`src/rtl/demux_dispatch_ctrl.sv`:
```
// rtl/demux_dispatch_ctrl.sv - one-entry buffer dispatching words to one of four channels
module demux_dispatch_ctrl #(
    parameter int DATA_W    = 8,
    parameter int CNT_W     = 8,
    parameter int STALL_MAX = 4
) (
    input  logic              clk,
    input  logic              rstn,
    input  logic              in_valid,
    input  logic [DATA_W-1:0] in_data,
    output logic              in_ready,
    input  logic              mode,
    input  logic [1:0]        cfg_sel,
    input  logic [3:0]        out_ready,
    output logic [3:0]        out_valid,
    output logic [DATA_W-1:0] out_data,
    output logic [1:0]        selector,
    output logic [CNT_W-1:0]  sent_cnt,
    output logic              busy
);

    localparam int SW = (STALL_MAX > 1) ? $clog2(STALL_MAX) : 1;
    localparam logic [SW-1:0] STALL_LAST = SW'(STALL_MAX - 1);

    typedef enum logic {
        IDLE = 1'b0,
        SEND = 1'b1
    } state_t;

    state_t         state;
    state_t         state_nx;
    logic           cap_mode;
    logic [1:0]     rr_ptr;
    logic [SW-1:0]  stall_cnt;
    logic           hit;
    logic           expire;

    assign hit    = out_ready[selector];
    // Only round-robin words give up on a stalled channel.
    assign expire = !cap_mode && (stall_cnt == STALL_LAST);

    assign in_ready  = rstn && (state == IDLE);
    assign busy      = (state == SEND);
    assign out_valid = (state == SEND) ? (4'b0001 << selector) : 4'b0000;

    always_ff @(posedge clk) begin
        if (!rstn) begin
            state <= IDLE;
        end else begin
            state <= state_nx;
        end
    end

    always_comb begin
        state_nx = state;
        case (state)
            IDLE:    if (in_valid) state_nx = SEND;
            SEND:    if (hit) state_nx = IDLE;
            default: state_nx = IDLE;
        endcase
    end

    always_ff @(posedge clk) begin
        if (!rstn) begin
            out_data  <= '0;
            selector  <= 2'd0;
            sent_cnt  <= '0;
            rr_ptr    <= 2'd0;
            stall_cnt <= '0;
            cap_mode  <= 1'b0;
        end else begin
            case (state)
                IDLE: begin
                    if (in_valid) begin
                        out_data  <= in_data;
                        selector  <= mode ? cfg_sel : rr_ptr;
                        cap_mode  <= mode;
                        stall_cnt <= '0;
                    end
                end
                SEND: begin
                    // Delivery wins over retarget when both fall on the same edge.
                    if (hit) begin
                        sent_cnt <= sent_cnt + CNT_W'(1);
                        if (!cap_mode) begin
                            rr_ptr <= selector + 2'd1;
                        end
                    end else if (expire) begin
                        selector  <= selector + 2'd1;
                        stall_cnt <= '0;
                    end else if (stall_cnt != STALL_LAST) begin
                        stall_cnt <= stall_cnt + SW'(1);
                    end
                end
                default: ;
            endcase
        end
    end

endmodule

```
`config.mk`:
```
export PLATFORM = sky130hd
export DESIGN_NAME = demux_dispatch_ctrl
export DESIGN_NICKNAME = d
export VERILOG_FILES = /design/src/rtl/demux_dispatch_ctrl.sv
export SDC_FILE = /design/constraint.sdc
export NUM_CORES = 1
export LEC_CHECK = 0
export CAP_MARGIN = 20
export CORE_MARGIN = 2
export CORE_UTILIZATION = 30
export DETAILED_ROUTE_END_ITERATION = 7
export PLACE_DENSITY = 0.59
export SETUP_SLACK_MARGIN = 0.1
export SYNTH_ARGS = -nofsm -noshare
export SYNTH_HDL_FRONTEND = slang
export SYNTH_SLANG_ARGS = --single-unit
```
`constraint.sdc`:
```
create_clock -name clk -period 4.5 [get_ports clk]
set_input_delay 0.9 -clock clk [delete_from_list [all_inputs] [get_ports clk]]
set_output_delay 0.9 -clock clk [all_outputs]
set_load 0.01 [all_outputs]
```
==> results of run 1 <==
[routing by layer]
layer  share of wire (%)  wire (µm)
met5                   0          0
met4                0.64         18
met2                  51       1433
met1                  44       1236
met3                 4.6        129
[through the flow]
step,hold slack [ns],instance area [µm²]
after floorplan,0.4355,1250
after global placement,0.4456,1674
after detailed placement,0.4468,1674
after CTS,0.4591,1729
after global routing,0.4862,1729
final,0.4585,1729
[flip-flops by register name, indices dropped and copies added, names as in the netlist]
signal / count
cap_mode: 1
stall_cnt: 2
sent_cnt: 8
out_data: 8
busy: 1
selector: 2
rr_ptr: 2
[how the worst max path moves through the flow]
stage,to,slack [ns],from,depth (start not counted)
global route,in_ready,0.54,rstn,4
global placement,in_ready,0.79,rstn,4
floorplan,in_ready,2.17,rstn,3
finish,in_ready,0.76,rstn,4
detailed placement,in_ready,0.71,rstn,4
CTS,in_ready,0.72,rstn,4
[cell usage after synthesis, drive strengths merged]
| library cell | number | area [µm²] |
|---|---|---|
| buf | 2 | 22.52 |
| mux4 | 1 | 22.52 |
| nand2b | 7 | 43.79 |
| nand4b | 1 | 8.760 |
| nor3 | 1 | 5.000 |
| a311oi | 1 | 8.760 |
| o31ai | 1 | 12.51 |
| o211a | 1 | 10.01 |
| mux2 | 1 | 11.26 |
| clkbuf | 7 | 26.28 |
| a21bo | 1 | 10.01 |
| nand2 | 26 | 97.59 |
| nand3 | 4 | 20.02 |
| nor2 | 1 | 3.750 |
| mux2i | 8 | 80.08 |
| and2 | 5 | 31.28 |
| ha | 6 | 75.07 |
| and4 | 1 | 8.760 |
| a21oi | 15 | 78.83 |
| inv | 8 | 30.03 |
| nand4 | 6 | 37.54 |
| o211ai | 1 | 7.510 |
| a211oi | 2 | 27.53 |
| and3 | 5 | 31.28 |
| nor2b | 2 | 12.51 |
| dfxtp | 24 | 480.5 |
| nor4 | 1 | 6.260 |
| a31o | 4 | 35.04 |
| o21ai | 1 | 5.000 |
[power groups by stage]
| stage | combinational (W) | clock, W | sequential, W |
|---|---|---|---|
| global route | 0.000100 | 0.000158 | 0.000241 |
| floorplan | 0.0000546 | 0 | 0.000239 |
| detailed placement | 0.0000913 | 0 | 0.000244 |
| finish | 0.0000902 | 0.000146 | 0.000239 |
| global placement | 0.0000897 | 0 | 0.000243 |
| CTS | 0.0000915 | 0.000150 | 0.000239 |
[worst max-delay path: cells and delay by family]
family        cells  cell delay (ns)
buf+inv           3             1.77
simple gates      1             0.17
[kinds of logic after synthesis]
logic type / Yosys count / share of synthesized area, %
AO/OA/AOI/OAI: 27 / 15.62
adder cells (fa/ha/maj): 6 / 6.006
buffers and inverters: 17 / 6.307
flip-flops: 24 / 38.44
AND/OR/NAND/NOR: 60 / 24.52
multiplexers: 10 / 9.109
[final cells by class]
class / instances / area, µm²
clock buffers: 4 / 55.05
fillers: 385 / 2271
repair buffers: 41 / 410.4
flip-flops and latches: 24 / 480.5
multi-input cells: 103 / 690.7
well taps: 50 / 62.56
inverters: 8 / 30.03
==> metrics.txt, run 1 <==
status=finished, final reports clean; Slew @ Worst Pin=1.005 ns; vias per cell=a little under 5; grt met3 use=between 3 and 4%; first-pass GRT wire length=4636 µm; Worst EP required=3.60 ns; Root Driver=clkbuf_8; Critical R2R Capture=selector[1]$_SDFFE_PN0P_; Switching Fraction=26.32%; TritonCTS Buffers=3; GPL Wtd Cong=0.7038; warnings from Yosys=0; CTS resizes=0; max_cap viols=0; vias post-DR=1117; crit end category=output port; crit path DAT=about 2.8 ns; RSZ-0062 raised after global routing=no; worst r2r path cells=3; Reg clk slew, reported paths=0.08 ns; post-route ant nets=0; postcts setup bufs=0; cts hold-fix bufs=0; sequential power share=50.2%; DIE AREA=4699 µm²; Core Rows=23; Netlist Area Pre-Place=1250 µm²; #FFs+latches synth=24; critical path fanouts, max=17; layout cells sized above 1=6.111%; IO Port Bufs=between 40 and 50; worst clock skew=0.001303 ns; GR Overflow Total=0; die width=68.55 µm; grt peak-use layer=met2; clk_lat worst skew=0.26 ns; Finished Core Util=43.23%; fin cells=230; Iter 0 DRT Violations=63; dpl hpwl=around 2100 µm; hold path start=out_data[2]$_SDFFE_PN0P_; Slowest-stage cell, CP=clkdlybuf4s50_1; Hold EP=out_data[2]$_SDFFE_PN0P_; Post-Place Setup Slack=0.7103 ns; Psw=between 0.0001 and 0.00015 W; register-to-register setup slack=2.57 ns; FF-to-FF Start=busy$_SDFF_PN0_; internal power=0.0003500 W; period utilization=between 80% and 90%; fmax=0.2672 GHz; final hold viol count=0; GRT met1 Usage=15.51%; Sink Count=24; cells after synthesis=144; Initial Util=31.25%; Nets=205; clk buf depth=2; Clock power frac=30.8%; startpoint types=input port; register area share after synthesis=38.44%; Area growth syn-to-layout=38.34%; Post-Syn Area per Cell=8.680 µm²; maximum VDD drop=0.1680 mV; met2 GRT Util=between 20% and 30%; Pre-antenna DRT Iters=4; vias in the first global route=between 1000 and 1500; CP max stage delay=0.82 ns; CP most frequent cell=clkdlybuf4s50_1; Yosys cell types=32; commonest non-fill, non-tap cell in the layout=clkdlybuf4s50_1; initial antenna violation count=0; worst setup path class=input port to output port; Final min period=3.743 ns; CTS tree=yes; final slew viol count=0; routed len/inst=12.25 µm; All-Layer GR Usage=roughly an eighth; final worst setup slack=0.7570 ns; total nets after synthesis=168; largest net degree at the start of global routing=33; CTS H-Tree Depth=1; Hold WC Path Type=flip-flop to flip-flop; Finish-stage setup viols=0; most frequent cells in the layout=clkdlybuf4s50_1 (41), nand2_1 (26), dfxtp_1 (24); pwr/cell area=roughly 270 nW/µm²; max_slew headroom=32.90%; drt drc=0; IO Count=42; Inst Count DP=226; diode count=0; logic gate share of total power=around a fifth; area of the core=approximately 4000 µm²; worst-path cell chain=clkdlybuf4s50_1, inv_1, nor2_1, clkdlybuf4s50_1; worst hold path depth=2; total negative slack=0 ns; Leak=0.6704 nW; Total Wirelength=2817 µm; Power Total=about 0.00048 W; Die Span Y=68.55 µm
No activity file was read; power rests on OpenSTA's default activity.
==> run 2, diff against run 1 <==
clock period = 3.7 ns   (was 4.5 ns; I/O delays follow)
==> metrics.txt, run 2 (synthesized netlist as in run 1, its figures left out) <==
dpl hpwl=2165 µm (was 2101 µm); max_slew headroom=55.75% (was 32.90%); drt drc=0 (unchanged); Worst EP required=2.96 ns (was 3.60 ns); GR Overflow Total=0 (unchanged); final slew viol count=0 (unchanged); first-pass GRT wire length=4643 µm (was 4636 µm); clk_lat worst skew=0.26 ns (about the same); All-Layer GR Usage=13.17% (was 12.87%); metal1 wirelength=1264 µm (was 1236 µm); crit path capture=in_ready (unchanged); post-route ant nets=0 (unchanged); GPL Wtd Cong=0.7627 (was 0.7038); vias post-DR=1121 (was 1117); cts hold-fix bufs=0 (unchanged); Finished Core Util=43.26% (was 43.23%); worst setup path class=input port to output port (unchanged); uppermost routed layer=met4 (unchanged); initial antenna violation count=0 (unchanged); crit end category=output port (unchanged); largest net degree at the start of global routing=27 (was 33); Leak=0.6732 nW (was 0.6704 nW); CTS tree=yes (unchanged); die width=68.55 µm (unchanged); Total Wirelength=2876 µm (was 2817 µm); vias in the first global route=1027 (was 1016); Core Rows=23 (unchanged); CTS resizes=0 (unchanged); Power Total=0.0005537 W (was 0.0004750 W); Initial Util=31.25% (unchanged); max_cap viols=0 (unchanged); IO Port Bufs=41 (unchanged); Critical R2R Capture=stall_cnt[0]$_SDFFE_PN0P_ (was selector[1]$_SDFFE_PN0P_); period utilization=78.87%; final hold viol count=0 (unchanged); fmax=0.3427 GHz; met2 WL post-DR=1485 µm (was 1433 µm); Fill cells=396 (was 385); Critical Path Source=rstn (unchanged); CTS H-Tree Depth=1 (unchanged); Nets=207 (was 205); register-to-register setup slack=1.75 ns (was 2.57 ns); Area growth syn-to-layout=38.44% (was 38.34%); postcts setup bufs=0 (unchanged); most frequent cells in the layout=clkdlybuf4s50_1 (41), nand2_1 (26), dfxtp_1 (24) (unchanged); layout cells sized above 1=6.630% (was 6.111%); critical path fanouts, max=16 (was 17); Die Span Y=68.55 µm (unchanged); maximum VDD drop=0.2610 mV (was 0.1680 mV); Slew @ Worst Pin=0.6624 ns (was 1.005 ns); RSZ-0062 raised after global routing=no (unchanged); vias per cell=4.853 (was 4.857); IO Count=42 (unchanged); area of the core=4000 µm² (unchanged); WL met3=103 µm (was 129 µm); worst r2r path cells=3 (unchanged); total negative slack=0 ns (unchanged); final worst setup slack=0.7817 ns (was 0.7570 ns); TritonCTS Buffers=3 (unchanged); FF-to-FF Start=selector[0]$_SDFFE_PN0P_ (was busy$_SDFF_PN0_); DIE AREA=4699 µm² (unchanged); Sink Count=24 (unchanged); Reg clk slew, reported paths=0.08 ns (about the same); Post-Place Setup Slack=0.7700 ns (was 0.7103 ns); largest registers=out_data (8), sent_cnt (8) (unchanged); Root Driver=clkbuf_8 (unchanged); startpoint types=input port (unchanged); Hold WC Path Type=flip-flop to flip-flop (unchanged); pwr/cell area=320.0 nW/µm² (was 274.7 nW/µm²); Finish-stage setup viols=0 (unchanged); Final min period=2.918 ns; status=finished, final reports clean (unchanged); Iter 0 DRT Violations=52 (was 63); crit path DAT=2.18 ns (was 2.84 ns); diode count=0 (unchanged); routed len/inst=12.45 µm (was 12.25 µm); worst clock skew=0.005697 ns (was 0.001303 ns); commonest non-fill, non-tap cell in the layout=clkdlybuf4s50_1 (unchanged); Pre-antenna DRT Iters=4 (unchanged); clk buf depth=2 (unchanged)
## run 2: changes by cell type in the layout (fill, tap and decap cells not counted)
cell,delta
clkbuf_8,-1
buf_4,+2
## run 2: metal layers
layer	track usage, %	vias to the layer above
li1	-	573
met1	15.76	528
met2	23.44	18
met3	3.409	2
met4	3.000	0
met5	0	-
## run 2: area by class of cell
| cell class | instances | area (µm²) | area share [%] |
|---|---|---|---|
| tap | 50 | 62.56 | 3.615 |
| timing repair buffer | 43 | 425.4 | 24.58 |
| clock buffer | 3 | 41.29 | 2.386 |
| sequential | 24 | 480.5 | 27.77 |
| multi-input combinational | 103 | 690.7 | 39.91 |
| inverter | 8 | 30.03 | 1.735 |
## run 2: where the power goes
part	total, W	leakage (nW)	internal, W	switching [W]
clock	0.000151	0.0216	0.0000727	0.0000782
combinational	0.000119	0.456	0.0000617	0.0000570
sequential	0.000284	0.196	0.000271	0.0000133
total	0.000554	0.673	0.000405	0.000149
## run 2: through the flow
step                instance area [µm²]  cells  hold WS [ns]
floorplan                          1250    144        0.4355
global placement                   1689    228        0.4448
detailed placement                 1689    228        0.4558
CTS                                1730    231        0.4670
global route                       1730    231        0.4874
finish                             1730    231        0.4618
## run 2: how the worst min path moves through the flow
stage	end	slack, ns	cells past startpoint	from
finish	out_data[2]$_SDFFE_PN0P_	0.46	2	out_data[2]$_SDFFE_PN0P_
global route	out_data[3]$_SDFFE_PN0P_	0.49	2	out_data[3]$_SDFFE_PN0P_
CTS	out_data[6]$_SDFFE_PN0P_	0.47	2	out_data[6]$_SDFFE_PN0P_
detailed placement	out_data[6]$_SDFFE_PN0P_	0.46	2	out_data[6]$_SDFFE_PN0P_
global placement	rr_ptr[1]$_SDFFE_PN0P_	0.44	2	rr_ptr[1]$_SDFFE_PN0P_
floorplan	rr_ptr[1]$_SDFFE_PN0P_	0.44	2	rr_ptr[1]$_SDFFE_PN0P_
## run 2: worst max-delay path, cell delays in order
cell	delay, ns
clkdlybuf4s50_1	0.47
inv_1	0.22
nor2_1	0.19
clkdlybuf4s50_1	0.55
